<file path="src/rtl/uart_tx_brg.sv">
// UART 8N1 transmitter with a programmable 16x baud-rate generator on the SPART I/O bus.
// A byte written at ioaddr 00 while tbr=1 is shifted out LSB first on txd.
module uart_tx_brg #(
  parameter logic [15:0] DEFAULT_DIV = 16'd650,
  parameter int unsigned OVERSAMPLE  = 16
) (
  input  logic       clk,
  input  logic       rst,
  input  logic       iorw,
  input  logic       iocs,
  input  logic [1:0] ioaddr,
  input  logic [7:0] databus,
  output logic       tbr,
  output logic       txd
);

  localparam int unsigned TickW = $clog2(OVERSAMPLE);
  localparam logic [TickW-1:0] TickLast = TickW'(OVERSAMPLE - 1);

  typedef enum logic [1:0] {StIdle, StStart, StData, StStop} state_e;

  state_e           state_q, state_d;
  logic [15:0]      div_q;
  logic [15:0]      baud_q;
  logic [TickW-1:0] tick_q;
  logic [7:0]       shift_q, shift_d;
  logic [2:0]       bit_q, bit_d;

  logic wr_strobe;
  logic accept;
  logic brg_full;
  logic bit_done;

  assign wr_strobe = iocs & ~iorw;
  assign accept    = wr_strobe && (ioaddr == 2'b00) && (state_q == StIdle);
  assign brg_full  = (baud_q == 16'd0);
  assign bit_done  = brg_full && (tick_q == TickLast);

  // Accept restarts the BRG phase so the start bit gets a full 16 ticks.
  always_ff @(posedge clk) begin
    if (rst) begin
      div_q   <= DEFAULT_DIV;
      baud_q  <= DEFAULT_DIV;
      tick_q  <= '0;
      state_q <= StIdle;
      shift_q <= 8'd0;
      bit_q   <= 3'd0;
    end else begin
      if (wr_strobe && (ioaddr == 2'b10)) div_q[7:0]  <= databus;
      if (wr_strobe && (ioaddr == 2'b11)) div_q[15:8] <= databus;

      if (accept || brg_full) baud_q <= div_q;
      else                    baud_q <= baud_q - 16'd1;

      if (accept)                   tick_q <= '0;
      else if (bit_done)            tick_q <= '0;
      else if (brg_full)            tick_q <= tick_q + 1'b1;

      state_q <= state_d;
      shift_q <= shift_d;
      bit_q   <= bit_d;
    end
  end

  always_comb begin
    state_d = state_q;
    shift_d = shift_q;
    bit_d   = bit_q;
    unique case (state_q)
      StIdle: begin
        if (accept) begin
          shift_d = databus;
          bit_d   = 3'd0;
          state_d = StStart;
        end
      end
      StStart: begin
        if (bit_done) state_d = StData;
      end
      StData: begin
        if (bit_done) begin
          shift_d = {1'b0, shift_q[7:1]};
          bit_d   = bit_q + 3'd1;
          if (bit_q == 3'd7) state_d = StStop;
        end
      end
      StStop: begin
        if (bit_done) state_d = StIdle;
      end
      default: state_d = StIdle;
    endcase
  end

  always_comb begin
    txd = 1'b1;
    unique case (state_q)
      StStart: txd = 1'b0;
      StData:  txd = shift_q[0];
      default: txd = 1'b1;
    endcase
  end

  assign tbr = (state_q == StIdle);

endmodule

</file>
<file path="config.mk">
export PLATFORM = sky130hd
export DESIGN_NAME = uart_tx_brg
export DESIGN_NICKNAME = d
export VERILOG_FILES = /design/src/rtl/uart_tx_brg.sv
export SDC_FILE = /design/constraint.sdc
export NUM_CORES = 1
export LEC_CHECK = 0
export ABC_AREA = 1
export CAP_MARGIN = 20
export CORE_MARGIN = 5
export CORE_UTILIZATION = 60
export CTS_CLUSTER_DIAMETER = 50
export CTS_CLUSTER_SIZE = 14
export DETAILED_ROUTE_END_ITERATION = 10
export PLACE_DENSITY_LB_ADDON = 0.12
export SLEW_MARGIN = 20
export SYNTH_ARGS = -nofsm -noshare
export SYNTH_HDL_FRONTEND = slang
export SYNTH_SLANG_ARGS = --single-unit
export TNS_END_PERCENT = 30
</file>
<file path="constraint.sdc">
create_clock -name clk -period 4.7 [get_ports clk]
set_clock_uncertainty 0.05 [all_clocks]
set_input_delay 0.47 -clock clk [delete_from_list [all_inputs] [get_ports clk]]
set_output_delay 0.47 -clock clk [all_outputs]
set_load 0.1 [all_outputs]
</file>
* Word-level counts from Yosys, hierarchy flattened
Cells that the tools add are included.
** Operators by class
- Multiplexer cells :: 14
- Add/subtract/negate cells :: 3
- Reduce and logical (&&, ||, !) cells :: 13
- Equality and inequality tests :: 12
- Bitwise logic cells :: 2
** Operators with widths (count)
- zero test 16 bit :: 1
- two-way mux 16 bit :: 1
- two-way mux 8 bit :: 2
- one-hot mux 8 bit (2 select lines) :: 1
- subtractor 16 x 1 -> 16 bit (second input constant) :: 1
- two-way mux 2 bit :: 5
- == test 2 bit (second input constant) :: 4
- inequality test 2 bit (second input constant) :: 4
- one-hot mux 2 bit (4 select lines) :: 1
- two-way mux 3 bit :: 2
- one-hot mux 3 bit (2 select lines) :: 1
- logical AND 1 bit :: 5
- AND reduction 5 bit :: 1
- adder 4 x 1 -> 4 bit (second input constant) :: 1
- == test 4 bit (second input constant) :: 1
- zero test 2 bit :: 2
- adder 3 x 1 -> 3 bit (second input constant) :: 1
- == test 3 bit (second input constant) :: 1
- AND reduction 3 bit :: 1
- OR reduction 3 bit :: 1
- == test 2 x 1 -> 1 bit (second input constant) :: 1
- inequality test 2 x 1 -> 1 bit (second input constant) :: 1
- one-hot mux 1 bit (2 select lines) :: 1
- nonzero test 2 bit :: 1
- other kinds (3) :: 3
** Word-level totals
- Logic and storage cells :: 51
- Register bits after elaboration :: 49

* Logic depth before layout (Yosys ltp)
- Depth in word-level cells :: 6
- Depth in mapped cells :: 11
- Mapped depth without buffers :: 11

* Worst setup path before layout
Ideal clock, no wire load.
- Kind :: register -> output
- Start :: reg state_q[0]
- End :: out txd
- Arrival :: 3.070 ns
- Cell stages (with the launch flop) :: 6
- Path buffers :: 2
- Path slack :: 1.110 ns
- Required time :: 4.180 ns
- Path through :: dfxtp_1 -> inv_1 -> ha_1 -> buf_2 -> buf_2 -> o21ai_0
** Between the ends
- Word-level cells in the longest chain between the ends :: 2
- Elaborated cells between the ends (all ways) :: 3
- Those cells by class :: eq/ne: 2; mux: 1
** Ends and longest elaborated chain
- start: declaration :: RTL line 22 : state_e state_q, state_d;
- start signal: assignment :: RTL line 45 : state_q <= StIdle;
- start signal: assignment :: RTL line 59 : state_q <= state_d;
- == test 2 bit / == test 2 x 1 -> 1 bit (equally long branches) :: RTL line 96 : unique case (state_q)
- one-hot mux 1 bit (2 select lines) * :: RTL line 96
- end: declaration :: RTL line 14 : output logic txd
Every way passes the cells marked *; elsewhere a longest branch is shown, timed or not.

* Worst setup path in the final report
Same ends and word-level chain as after synthesis.

==> qor.csv <==
stage,metric,value,unit
clock_network,clock_path_buffers,2,
clock_network,path_clk_slew,0.10,ns
floorplanning,core_area,4060,um^2
synthesis,synth_async_sr_flop_share,0,%
placement,io_buffers,15,
synthesis,synth.yosys.warnings,0,
detailed_routing,vias_per_cell,5.29,
synthesis,ys_types,32,
finish,fin_cells,416,
grt,grt_pass1_wl,9000,um
worst_setup_path,reg2reg_to,shift_q[7],
synthesis,yosys_most_used_dff,dfxtp_1,
power,peakVddDrop,0.292,mV
synthesis,synth.cell_area,2550,um^2
worst_setup_path,worstPathArrival,2.69,ns
floorplanning,die_area,5650,um^2
finish,area_growth,9.13,%
clock_network,cts.sinks,49,
finish,fin_nets,388,
grt,track_usage,20.6,%
grt,grt_overflow,0,
clock_network,cts_hold_buf,0,
detailed_routing,ant_nets,0,
finish,postLayoutCellArea,2780,um^2
floorplanning,ios,16,
flow_run,drv_cap,0,
synthesis,yosys.area.top_type_share,38.5,%
placement,hpwl,3860,um
synthesis,ys_ff_latch,49,
timing,finalCritPeriodShare,68.2,%
synthesis,syn_inst,354,
detailed_routing,drt_first_pass_iters,4,
clock_network,clk-insertion-delay-late,0.31,ns
worst_setup_path,worstSetupStartpoint,state_q[0],
detailed_routing,num_vias,2202,
timing,rsz0062_at_grt,no,
floorplanning,fp.dieW,75.2,um
floorplanning,core.rowCount,23,
finish,drive_gt1_share,7.10,%
worst_setup_path,path_max_fanout,16,
worst_setup_path,path_class,reg -> out,
timing,relSlewSlack,35.6,%
finish,n_antenna_cell,0,
synthesis,synth_largest_area_cell,dfxtp_1,
clock_network,cts_tree,done,
clock_network,htreeDepth,2,
timing,fin_setup_tns,0,ns
power,leakagePower,1.21,nW
placement,placedCellCount,408,
grt,grt_antenna_before_repair,0,
detailed_routing,totalWireLength,5160,um
power,power_density,444,nW/um^2
floorplanning,die_y,75.2,um
worst_setup_path,reg2reg_from,state_q[0],
worst_setup_path,r2r_slack,2.54,ns
timing,clock.fmax,312,MHz
clock_network,cts_buffers,5,
timing,fin_crit,3.21,ns
synthesis,synthTopCellsByArea,"dfxtp_1 38%, nor2_1 12%, nand2_1 8.5%, nand3_1 5.1%, o21ai_0 4.9%",
synthesis,avgSynthCellArea,7.20,um^2
synthesis,synth_nets,377,
floorplanning,initial_core_util,62.8,%
placement,place_area,2690,um^2
worst_setup_path,cp.required,4.18,ns
worst_setup_path,crit_path_start_kind,register,
detailed_routing,drt_iter0_markers,96,
synthesis,synth_edf_count,0,
timing,final-hold-violation-count,0,
hold_path,min_to,div_q[15],
timing,maxSlewViolCount,0,
clock_network,ctsRootBufferMaster,clkbuf_8,
hold_path,hold_depth,2,
placement,routabilityCongestion,0.805,
detailed_routing,routedWlPerCell,12.4,um
hold_path,worstHoldStart,div_q[15],
worst_setup_path,end_kind,output pin,
synthesis,synth_commonest_cells,"83 x nor2_1, 58 x nand2_1, 49 x dfxtp_1",
synthesis,synth_most_common_cell,nor2_1,
worst_setup_path,r2r_cells,7,
hold_path,hold_class,reg -> reg,
clock_network,cts_setup_buffers,0,
grt,grt_pass1_vias,2069,
outcome,status,finished clean,
detailed_routing,remaining_drc_errors,0,
synthesis,seq_area_frac_synth,38.5,%
grt,grt_max_degree,42,
clock_network,cts-resized-gates,0,
timing,tightest_slew,0.963,ns
timing,finalSetupViolCount,0,
==> report_power, final <==
group	switching [W]	internal, W
Sequential	0.0000388	0.000472
Clock	0.000153	0.000108
Combinational	0.000305	0.000159
==> metrics by stage <==
stage                     total power, W  worst slack, ns  util (%)  hold WS (ns)
final                            0.00124             1.49      68.5         0.412
after global routing             0.00133             1.29      68.5         0.459
after CTS                        0.00124             1.47      68.5         0.416
after detailed placement        0.000981             1.82      66.2         0.401
after global placement          0.000970             1.85      66.2         0.382
after floorplan                 0.000911             1.11         -         0.371
==> cell families (layout without fill, tap and decap cells) <==
group                    after synthesis  in the layout  synth area share [%]
AND/OR/NAND/NOR                      185            185                  31.7
AO/OA/AOI/OAI                         52             52                  11.1
flip-flops                            49             49                  38.5
buffers and inverters                 40             52                  7.46
XOR/XNOR                              12             12                  4.12
adder cells (fa/ha/maj)                9              9                  4.42
multiplexers                           7              7                  2.75
==> layout make-up <==
| cell class | count | area [um^2] |
|---|---|---|
| Multi-Input combinational cell | 265 | 1380 |
| Fill cell | 348 | 1280 |
| Sequential cell | 49 | 981 |
| Timing Repair Buffer | 16 | 158 |
| Inverter | 28 | 108 |
| Clock buffer | 5 | 68.8 |
| Tap cell | 50 | 62.6 |
| Clock inverter | 3 | 26.3 |
==> worst max-delay path, stage by stage, from the launching register on <==
cell,delay [ns]
dfxtp_1,0.35
inv_1,0.09
ha_1,0.60
nand2_1,0.10
o21ai_0,0.09
clkdlybuf4s50_1,1.15
==> flip-flops by register name, indices dropped and copies added (netlist names) <==
name	count
baud_q	16
bit_q	3
div_q	16
shift_q	8
state_q	2
tick_q	4
==> routing by layer <==
| metal | wire length, um | track usage (%) | up-vias | share of wire [%] |
|---|---|---|---|---|
| met5 | 0 | 0 | - | 0 |
| met4 | 80 | 6.80 | 0 | 1.6 |
| met3 | 260 | 4.81 | 8 | 5.0 |
| met2 | 2390 | 34.1 | 36 | 46 |
| met1 | 2420 | 26.6 | 998 | 47 |
| li1 | - | - | 1160 | - |
==> worst max path at each step <==
stage          endpoint  slack (ns)  cells after the start
5_1_grt             txd        1.29                      5
6_report            txd        1.49                      5
2_1_floorplan       txd        1.11                      5
3_5_place_dp        txd        1.82                      5
3_3_place_gp        txd        1.85                      5
4_1_cts             txd        1.47                      5
==> placed cells by master (no fill, tap or decap), types with 3 or more instances in the layout <==
cell	count
clkbuf_8	5
inv_1	27
xnor2_1	4
a21oi_1	20
dfxtp_1	49
nand2_2	3
nor2_1	83
nand3_1	26
mux2i_1	7
nand2_1	58
o21ai_2	4
ha_1	9
o21ai_0	25
clkdlybuf4s50_1	15
xor2_1	8
nor3_1	3
nor2_4	3
No activity file was read; power rests on OpenSTA's default activity.
